File: config.mk
export PLATFORM = sky130hd
export DESIGN_NAME = uart_tx_engine
export DESIGN_NICKNAME = d
export VERILOG_FILES = /design/src/rtl/uart_tx_engine.sv
export SDC_FILE = /design/constraint.sdc
export NUM_CORES = 1
export LEC_CHECK = 0
export ABC_AREA = 1
export CORE_MARGIN = 8
export CORE_UTILIZATION = 50
export DETAILED_ROUTE_END_ITERATION = 12
export PLACE_DENSITY = 0.67
export SYNTH_ARGS = -nofsm -noshare
export SYNTH_HDL_FRONTEND = slang
export SYNTH_SLANG_ARGS = --single-unit
export TNS_END_PERCENT = 1
File: constraint.sdc
create_clock -name clk -period 1.7 [get_ports clk]
set_input_delay 0.34 -clock clk [delete_from_list [all_inputs] [get_ports clk]]
set_output_delay 0.34 -clock clk [all_outputs]
set_load 0.005 [all_outputs]
File: src/rtl/uart_tx_engine.sv
// UART transmitter: one byte per valid/ready handshake, sent as 1 start bit,
// DATA_BITS data bits LSB-first, no parity, STOP_BITS stop bits.
//
// state | meaning
// IDLE  | line high, ready for a byte
// START | start bit (line low) for CLKS_PER_BIT cycles
// DATA  | shift register bit 0 on the line, one bit per CLKS_PER_BIT cycles
// STOP  | line high for STOP_BITS*CLKS_PER_BIT cycles, done in the last one
module uart_tx_engine #(
    parameter int CLKS_PER_BIT = 5208,
    parameter int DATA_BITS    = 8,
    parameter int STOP_BITS    = 1
) (
    input  logic       clk,
    input  logic       rst_n,
    input  logic [7:0] tx_data,
    input  logic       tx_valid,
    output logic       tx_ready,
    output logic       tx,
    output logic       tx_busy,
    output logic       tx_done
);
    localparam int CW = $clog2(STOP_BITS * CLKS_PER_BIT);
    localparam int IW = $clog2(DATA_BITS + 1);
    localparam logic [CW-1:0] BIT_LAST  = CW'(CLKS_PER_BIT - 1);
    localparam logic [CW-1:0] STOP_LAST = CW'(STOP_BITS * CLKS_PER_BIT - 1);
    localparam logic [IW-1:0] IDX_LAST  = IW'(DATA_BITS - 1);

    typedef enum logic [1:0] {IDLE, START, DATA, STOP} state_t;

    state_t                 state, state_next;
    logic [CW-1:0]          cyc_cnt, cyc_cnt_next;
    logic [IW-1:0]          bit_idx, bit_idx_next;
    logic [DATA_BITS-1:0]   shift_reg, shift_next;
    logic                   tx_reg, tx_next;
    logic                   unused_data;

    // Bits of tx_data above DATA_BITS-1 are intentionally ignored.
    assign unused_data = ^tx_data;

    always_ff @(posedge clk) begin
        if (!rst_n) begin
            state     <= IDLE;
            cyc_cnt   <= '0;
            bit_idx   <= '0;
            shift_reg <= '0;
            tx_reg    <= 1'b1;
        end else begin
            state     <= state_next;
            cyc_cnt   <= cyc_cnt_next;
            bit_idx   <= bit_idx_next;
            shift_reg <= shift_next;
            tx_reg    <= tx_next;
        end
    end

    // tx_next always holds the line value for the cycle that follows this edge.
    always_comb begin
        state_next   = state;
        cyc_cnt_next = cyc_cnt;
        bit_idx_next = bit_idx;
        shift_next   = shift_reg;
        tx_next      = tx_reg;
        case (state)
            IDLE: begin
                tx_next = 1'b1;
                if (tx_valid) begin
                    state_next   = START;
                    shift_next   = tx_data[DATA_BITS-1:0];
                    cyc_cnt_next = '0;
                    bit_idx_next = '0;
                    tx_next      = 1'b0;
                end
            end
            START: begin
                if (cyc_cnt == BIT_LAST) begin
                    state_next   = DATA;
                    cyc_cnt_next = '0;
                    bit_idx_next = '0;
                    tx_next      = shift_reg[0];
                end else begin
                    cyc_cnt_next = cyc_cnt + 1'b1;
                end
            end
            DATA: begin
                if (cyc_cnt == BIT_LAST) begin
                    cyc_cnt_next = '0;
                    if (bit_idx == IDX_LAST) begin
                        state_next = STOP;
                        tx_next    = 1'b1;
                    end else begin
                        bit_idx_next = bit_idx + 1'b1;
                        shift_next   = shift_reg >> 1;
                        tx_next      = shift_reg[1];
                    end
                end else begin
                    cyc_cnt_next = cyc_cnt + 1'b1;
                end
            end
            STOP: begin
                tx_next = 1'b1;
                if (cyc_cnt == STOP_LAST) begin
                    state_next   = IDLE;
                    cyc_cnt_next = '0;
                end else begin
                    cyc_cnt_next = cyc_cnt + 1'b1;
                end
            end
            default: begin
                state_next = IDLE;
                tx_next    = 1'b1;
            end
        endcase
    end

    assign tx       = tx_reg;
    assign tx_ready = (state == IDLE);
    assign tx_busy  = (state != IDLE);
    assign tx_done  = (state == STOP) && (cyc_cnt == STOP_LAST);

endmodule

==> metrics, run 1 <==
Final Util=0.665; CP Capture Type=primary output; DRT iter0 DRCs=84; final hold viol count=0; FP Rows=21; layout cells sized above 1=0.274; Min Hold Slack=between 0.4 and 0.5 ns; Final Max Tran Viols=0; Post-Syn Area per Cell=6.81 um^2; first-pass GRT wire length=about 7.1 mm; CP Launch Point=cyc_cnt[1]; Die ar.=~5700 um^2; hold_buf cts=0; FFs w/ async S/R, synth=0; Synth warnings=0; internal power=0.00189 W; DRT Wirelength=4.17 mm; post-synthesis register bit count=28; register area=566 um^2; Worst R2R Path Depth=11; Yosys top cell by area=dfxtp_1; startpoint types=register; setup TNS=-0.0452 ns; pin count of the biggest net entering global routing=15; drt pass-1 iters=4; via count=between 1500 and 2000; Die Wd=75.5 um; worst setup margin=-0.0452 ns; Post-Syn Nets=278; Arr. time, crit path=between 1 and 1.5 ns; antenna violations before repair=0; CP required=1.36 ns; final instance area=2240 um^2; skew final=approximately 0.011 ns; period utilization=1.03; Clock Path Buffers=2; Num Clock Sinks=28; Critical Path Sink=tx_done; vias in the first global route=1584; RSZ-0062 raised after global routing=yes; Die Y=75.5 um; Seq pwr share=0.278; r2r startpoint=cyc_cnt[1]; number of remaining DRC errors=0; Clk pwr share=0.083; final-report setup violation count=1; Leakage=between 0.9 and 1 nW; Post-synth EDFFs=0; most common cell after layout, fill and taps aside=nand2_1; worst-path fanout max=2; count of different cell masters after synthesis=30; Worst-Skew Late Latency=roughly 0.34 ns; Max-cap violations=0; WL/cell=~12 um; Worst R2R End=cyc_cnt[12]; sequential element share of the synthesized area=0.316; # nets final=between 300 and 400; Clock transition at path regs=0.16 ns; max reg flops=13; failing checks=negative setup slack; Tightest Pin Transition=about 0.37 ns; Mapped Area=1770 um^2; power consumption=0.00350 W; switching power=around 0.0016 W; GRT Total Usage=0.159; H-tree depth=1; Comb power frac=0.640; port bufs=14; io pins=15; Area growth, synth to finish=26.2%; grt total ovfl=0; maximum vdd drop=roughly 930 uV; Antenna Nets Post-Route=0; top cells by area, synth=dfxtp_1 32%, nand2_1 13%, nand3_1 7.9%; TritonCTS buffer count=3; maximum clock rate=573 MHz; Initial Util=0.527; Detailed Place HPWL=between 3 and 4 mm; root buffer cell=clkbuf_4; Most used DFF post-synth=dfxtp_1; Switching Fraction=0.461; reg-to-reg slack, setup=about 0.11 ns; CTS tree=built; Final GP Congestion=0.907; Yosys top cell area share=0.316; diode count=0; Via density=4.96; Setup CP Type=reg2out; Layout fillers=around 320; Max transition margin=0.750; Mapped Cells=260; placed inst area=between 2000 and 2500 um^2; multi-input logic area=1120 um^2; most frequent cells in the layout=63 x nand2_1, 31 x nor2_1, 30 x buf_4, 28 x nand3_1, 24 x dfxtp_1; Worst Hold Class=reg2reg; minimum clock period=1.75 ns; status=finished, violations left; Core Area=~3400 um^2; PD cells=roughly 1600 nW/um^2
Yosys cell counts, types with 2 or more instances:
cell type / number
nand2_1: 63
nor2_1: 31
dfxtp_1: 28
nand3_1: 28
inv_1: 19
nor2_2: 17
a21oi_1: 13
o21ai_0: 8
ha_1: 7
inv_2: 6
mux2i_1: 6
nand4_1: 6
nand2_2: 5
nor3_1: 4
inv_4: 2
nand2_4: 2
o211ai_1: 2
timing repair:
item,in CTS,in global routing
buffers inserted,1,4
endpoints found under the setup margin,3,3
pin swaps,0,6
gates resized for setup,11,12
gates cloned,0,0
worst max-delay path, stage by stage (launching register included):
cell and delay [ns]:
dfxtp_2 0.38, ha_4 0.13, nand2_2 0.05, nor2_1 0.10, nand2_1 0.09, nor3_2 0.17
buf_2 0.13
metrics by stage:
step                      cells  setup WS [ns]
after global routing        349         -0.158
after floorplan             260          0.180
after global placement      341        -0.0219
after detailed placement    341        -0.0451
after CTS                   345         -0.133
final                       349        -0.0452
cell families after synthesis:
group / share of synthesized area
compound gates: 0.0904
fa+ha+maj: 0.0494
buf+inv: 0.0734
flops: 0.316
mux: 0.0339
simple gates: 0.436
power groups by stage:
stage | registers (W) | clock network, W | logic [W]
CTS | 0.000961 | 0.000301 | 0.00216
floorplan | 0.000956 | 0 | 0.00151
global placement | 0.000966 | 0 | 0.00209
global route | 0.000991 | 0.000314 | 0.00253
detailed placement | 0.000970 | 0 | 0.00210
finish | 0.000972 | 0.000289 | 0.00224
final cells by class:
cell class,count,area share
Inverter,27,0.0498
Sequential cell,28,0.253
Multi-Input combinational cell,201,0.501
Tap cell,46,0.0257
Timing Repair Buffer,44,0.160
Clock buffer,3,0.0101
worst min path at each step:
stage	startpoint	end	slack [ns]	depth (start not counted)
2_1_floorplan	shift_reg[7]	shift_reg[7]	0.44	2
3_3_place_gp	shift_reg[5]	shift_reg[5]	0.45	2
3_5_place_dp	shift_reg[0]	shift_reg[0]	0.46	2
4_1_cts	shift_reg[0]	shift_reg[0]	0.49	2
5_1_grt	shift_reg[7]	shift_reg[7]	0.51	2
6_report	shift_reg[3]	shift_reg[3]	0.49	2
per-layer routing:
layer	vias up	global-route usage	part of all wire
met5	-	0	0
met4	0	0.0533	0.013
li1	928	-	-
met1	763	0.225	0.52
met2	36	0.232	0.41
met3	5	0.0316	0.053
Power figures use the tool's default switching activity.
==> run 2: changes to the inputs <==
- HOLD_SLACK_MARGIN: default -> 0.05
- PLACE_DENSITY: 0.67 -> 0.72
==> run 2 against run 1 <==
Compared with the run above: the run still ends with negative setup slack left; design area increased by 1.2%; final cell count decreased by 0.57%; combinational power decreased by 2%; routed wire length increased by 1.3%; critical path type unchanged; largest cell class unchanged.
==> metrics, run 2 (synthesized netlist as in run 1, its figures left out) <==
Max-cap violations=0 (unchanged); Area growth, synth to finish=27.8% (was 26.2%); final-report setup violation count=1 (unchanged); drt pass-1 iters=4 (unchanged); Detailed Place HPWL=3.17 mm (was 3.13 mm); minimum clock period=1.77 ns (was 1.75 ns); Final Util=0.673 (was 0.665); DRT Wirelength=4.23 mm (was 4.17 mm); antenna violations before repair=0 (unchanged); status=finished, violations left (unchanged); port bufs=14 (unchanged); number of remaining DRC errors=0 (unchanged); maximum clock rate=566 MHz (was 573 MHz); Setup CP Type=reg2out (unchanged); worst setup margin=-0.0677 ns (was -0.0452 ns); Crit path largest cell delay=0.39 ns (was 0.38 ns); pin count of the biggest net entering global routing=21 (was 15); GRT Total Usage=0.162 (was 0.159); CP required=1.36 ns (about the same); Tightest Pin Transition=0.342 ns (was 0.372 ns); CTS tree=built (unchanged); final hold viol count=0 (unchanged); grt total ovfl=0 (unchanged); Die Y=75.5 um (unchanged); first-pass GRT wire length=7.22 mm (was 7.06 mm); skew final=0.00320 ns (was 0.0114 ns); H-tree depth=1 (unchanged); Max transition margin=0.771 (was 0.750); root buffer cell=clkbuf_4 (unchanged); failing checks=negative setup slack (unchanged); Die Wd=75.5 um (unchanged); via count=1733 (was 1732); Die ar.=5700 um^2 (unchanged); most frequent cells in the layout=62 x nand2_1, 30 x nor2_1, 28 x nand3_1, 27 x buf_4, 24 x dfxtp_1 (was 63 x nand2_1, 31 x nor2_1, 30 x buf_4, 28 x nand3_1, 24 x dfxtp_1); most common cell after layout, fill and taps aside=nand2_1 (unchanged); critical path cell sequence=ha_4, nand2_4, nor2_4, nand2_2, nor3_2, buf_2 (was ha_4, nand2_2, nor2_1, nand2_1, nor3_2, buf_2); worst-path fanout max=2 (unchanged); Worst Path Buf+Inv=1 (unchanged); critical path's top delay family=simple AND/OR/NAND/NOR gates (unchanged); Antenna Nets Post-Route=0 (unchanged); layout cells sized above 1=0.276 (was 0.274); diode count=0 (unchanged); DRT iter0 DRCs=99 (was 84); Worst Hold Class=reg2reg (unchanged); startpoint types=register (unchanged); Leakage=0.944 nW (was 0.937 nW); Arr. time, crit path=1.43 ns (was 1.41 ns); max reg flops=13 (unchanged); Worst-Skew Late Latency=0.35 ns (was 0.34 ns); CP Capture Type=primary output (unchanged); PD cells=1600 nW/um^2 (was 1560 nW/um^2); Final Max Tran Viols=0 (unchanged); Min Hold Slack=0.480 ns (was 0.485 ns); Core Area=3360 um^2 (unchanged); TritonCTS buffer count=3 (unchanged); Num Clock Sinks=28 (unchanged); pre-CTS setup slack=-0.0831 ns (was -0.0451 ns); Initial Util=0.527 (unchanged); io pins=15 (unchanged); crit path max-delay cell type=dfxtp_2 (unchanged); # nets final=320 (was 323); Final GP Congestion=0.949 (was 0.907); Layout fillers=305 (was 319); RSZ-0062 raised after global routing=yes (unchanged); period utilization=1.04 (was 1.03); WL/cell=12.2 um (was 12.0 um); Clock transition at path regs=0.16 ns (about the same); Clock Path Buffers=2 (unchanged); Via density=4.99 (was 4.96); maximum vdd drop=784 uV (was 929 uV); vias in the first global route=1629 (was 1584); FP Rows=21 (unchanged)
-- run 2: cell types whose count changed in the layout (fill, tap and decap cells not counted), moves of 2 or more --
cell and delta:
buf_4 -3, inv_6 -2, ha_2 +2, inv_4 +2, ha_1 -2
-- run 2: worst reg2reg max path, stage by stage (launching register included) --
cell,delay (ns)
dfxtp_2,0.39
ha_4,0.15
nand2_4,0.06
buf_4,0.13
buf_4,0.14
nor2_2,0.11
nand2_1,0.13
nor2_2,0.16
nand2_1,0.07
nand2_1,0.06
nand3_1,0.07
a21oi_1,0.12
-- run 2: path summary, 6_finish.rpt --
kind                            slack (ns)    startpoint  cells after the start            to
worst min-delay path                  0.48  shift_reg[7]                      2  shift_reg[7]
worst max register to register        0.08    cyc_cnt[1]                     11   cyc_cnt[12]
worst min register to register        0.48  shift_reg[7]                      2  shift_reg[7]
worst max-delay path                 -0.07    cyc_cnt[1]                      6       tx_done
-- run 2: cell type report --
class	instances	area (um^2)	share of cell area
clock buffer	3	22.5	0.00995
clock inverter	1	30.0	0.0133
inverter	27	106	0.0470
multi-input combinational	201	1140	0.506
sequential	28	566	0.250
tap	46	57.6	0.0254
timing repair buffer	41	337	0.149
-- run 2: per-stage QoR --
step / instance area, um^2 / total power [W] / std cells / TNS, ns
after floorplan: 1770 / 0.00246 / 260 / 0
after global placement: 2130 / 0.00304 / 340 / -0.0128
after detailed placement: 2130 / 0.00308 / 340 / -0.0931
after CTS: 2210 / 0.00359 / 345 / -0.146
after global routing: 2260 / 0.00394 / 347 / -0.199
final: 2260 / 0.00362 / 347 / -0.0677
-- run 2: power breakdown --
part	internal [W]	switching [W]	total (W)
logic	0.000918	0.00127	0.00219
clock network	0.000239	0.000221	0.000460
registers	0.000851	0.000120	0.000971
-- run 2: repair_timing --
item	4_1_cts	5_1_grt
pin swaps	0	5
setup endpoints to repair	4	7
gates resized for setup	14	11
hold endpoints to repair	0	0
setup buffers	1	2
hold buffers	0	0
-- run 2: routing by layer --
metal / GRT usage / vias up / share of wire
met3: 0.0250 / 5 / 0.026
met4: 0.0512 / 0 / 0.013
met5: 0 / - / 0
met1: 0.224 / 783 / 0.52
li1: - / 924 / -
met2: 0.250 / 21 / 0.45
==> run 3: changes to the inputs <==
- GPL_TIMING_DRIVEN: default -> 0
==> run 3 against run 2 <==
Compared with the run above: the flow still finishes with violations (negative setup slack); critical path depth is the same; die area is the same; utilization shrank 5.2 points; highest routed layer unchanged; worst setup slack gained 0.0069 ns; clock power shrank 39%; critical endpoint unchanged; sequential power grew 1%; flip-flop and latch count is the same; hold slack lost 0.0052 ns; design area shrank 7.7%.
==> metrics, run 3 (synthesized netlist as in run 1, its figures left out) <==
minimum clock period=1.76 ns (was 1.77 ns); Worst-Skew Late Latency=0.32 ns (was 0.35 ns); H-tree depth=1 (unchanged); DRT iter0 DRCs=73 (was 99); most common cell after layout, fill and taps aside=nand2_1 (unchanged); Tightest Pin Transition=0.502 ns (was 0.342 ns); vias in the first global route=1451 (was 1629); Hold EP=shift_reg[7] (unchanged); TritonCTS buffer count=3 (unchanged); Via density=5.19 (was 4.99); hold_buf cts=0 (unchanged); final instance area=2090 um^2 (was 2260 um^2); Worst Path Buf+Inv=1 (unchanged); WL/cell=11.9 um (was 12.2 um); Leakage=0.849 nW (was 0.944 nW); final-report setup violation count=1 (unchanged); pre-CTS setup slack=-0.290 ns (was -0.0831 ns); Detailed Place HPWL=2.83 mm (was 3.17 mm); Die Y=75.5 um (unchanged); worst-path fanout max=4 (was 2); first-pass GRT wire length=6.39 mm (was 7.22 mm); status=finished, violations left (unchanged); Max transition margin=0.665 (was 0.771); Layout fillers=330 (was 305); CTS tree=built (unchanged); io pins=15 (unchanged); Worst R2R End=shift_reg[5] (was cyc_cnt[12]); Initial Util=0.527 (unchanged); Clock Path Buffers=2 (unchanged); Setup CP Type=reg2out (unchanged); Core Area=3360 um^2 (unchanged); Final GP Congestion=0.888 (was 0.949); Num Clock Sinks=28 (unchanged); drt pass-1 iters=4 (unchanged); Arr. time, crit path=1.42 ns (was 1.43 ns); via count=1703 (was 1733); setup TNS=-0.0609 ns (was -0.0677 ns); Final Util=0.621 (was 0.673); number of remaining DRC errors=0 (unchanged); Crit path largest cell delay=0.39 ns (about the same); placed inst area=1970 um^2 (was 2130 um^2); Antenna Nets Post-Route=0 (unchanged); Area growth, synth to finish=17.9% (was 27.8%); critical path cell sequence=ha_4, nand2_4, nor2_1, nand2_1, nor3_2, buf_2 (was ha_4, nand2_4, nor2_4, nand2_2, nor3_2, buf_2); pin count of the biggest net entering global routing=15 (was 21); Min Hold Slack=0.474 ns (was 0.480 ns); most frequent cells in the layout=63 x nand2_1, 31 x nor2_1, 28 x nand3_1, 24 x dfxtp_1 (was 62 x nand2_1, 30 x nor2_1, 28 x nand3_1, 27 x buf_4, 24 x dfxtp_1); GRT Total Usage=0.143 (was 0.162); final hold viol count=0 (unchanged); grt total ovfl=0 (unchanged); Final Max Tran Viols=0 (unchanged); port bufs=14 (unchanged); Hold Crit Start=shift_reg[7] (unchanged); diode count=0 (unchanged); Die ar.=5700 um^2 (unchanged); r2r startpoint=state[1] (was cyc_cnt[1]); period utilization=1.04 (about the same); antenna violations before repair=0 (unchanged); Die Wd=75.5 um (unchanged); reg-to-reg slack, setup=0.08 ns (about the same); CP Capture Type=primary output (unchanged); CP required=1.36 ns (about the same); root buffer cell=clkbuf_4 (unchanged); worst setup margin=-0.0609 ns (was -0.0677 ns); failing checks=negative setup slack (unchanged); PD cells=1620 nW/um^2 (was 1600 nW/um^2); skew final=0.00270 ns (was 0.00320 ns); Worst Hold Class=reg2reg (unchanged); Clock transition at path regs=0.15 ns (was 0.16 ns); critical path's top delay family=simple AND/OR/NAND/NOR gates (unchanged); hold path cells=2 (unchanged); startpoint types=register (unchanged); FP Rows=21 (unchanged); max reg flops=13 (unchanged); # nets final=302 (was 320); Worst R2R Path Depth=9 (was 11); maximum clock rate=568 MHz (was 566 MHz); DRT Wirelength=3.90 mm (was 4.23 mm); layout cells sized above 1=0.209 (was 0.276); RSZ-0062 raised after global routing=yes (unchanged); crit path max-delay cell type=dfxtp_2 (unchanged); maximum vdd drop=684 uV (was 784 uV); Max-cap violations=0 (unchanged)
[run 3: final cells by class]
type                            count  area (um^2)  share of cell area
Buffer                              4         23.8              0.0114
Clock buffer                        3         22.5              0.0108
Inverter                           27          114              0.0545
Multi-Input combinational cell    201         1120               0.537
Sequential cell                    28          568               0.272
Tap cell                           46         57.6              0.0276
Timing Repair Buffer               19          181              0.0869
[run 3: where the power goes]
part | total [W] | leakage (nW) | internal [W] | switching, W
Combinational | 0.00212 | 0.604 | 0.000861 | 0.00126
Sequential | 0.000982 | 0.231 | 0.000855 | 0.000126
Clock | 0.000279 | 0.0138 | 0.0000832 | 0.000196
[run 3: per-stage QoR]
stage / instances / total power [W]
floorplan: 260 / 0.00246
global placement: 320 / 0.00287
detailed placement: 320 / 0.00289
CTS: 327 / 0.00330
global route: 328 / 0.00369
finish: 328 / 0.00338
[run 3: metal layers]
metal	track usage	routed length, um	part of all wire	vias to the layer above
met3	0.0263	194	0.050	4
li1	-	-	-	889
met2	0.238	1850	0.47	36
met5	0	0	0	-
met1	0.182	1810	0.46	774
met4	0.0405	45	0.012	0
[run 3: worst max-delay path by stage]
stage          cells past startpoint      endpoint  startpoint  slack [ns]
3_5_place_dp                       6       tx_done  cyc_cnt[0]       -0.29
6_report                           6       tx_done  cyc_cnt[1]       -0.06
4_1_cts                            3      tx_ready    state[0]       -0.10
3_3_place_gp                       6       tx_done  cyc_cnt[0]       -0.29
5_1_grt                            6       tx_done  cyc_cnt[1]       -0.13
2_1_floorplan                     10  shift_reg[5]    state[0]        0.18
[run 3: repair_timing]
item,4_1_cts,5_1_grt
pin swaps,1,4
setup buffers,4,1
setup endpoints to repair,11,13
gates resized for setup,15,10
[run 3: worst reg2reg max path, cell delays in order, from the launching register on]
cell     delay, ns
dfxtp_2       0.37
buf_4         0.13
ha_1          0.27
nand2_1       0.17
nand2_4       0.08
a21oi_4       0.26
nand2_4       0.10
inv_6         0.09
nor2_1        0.05
nor2_2        0.06
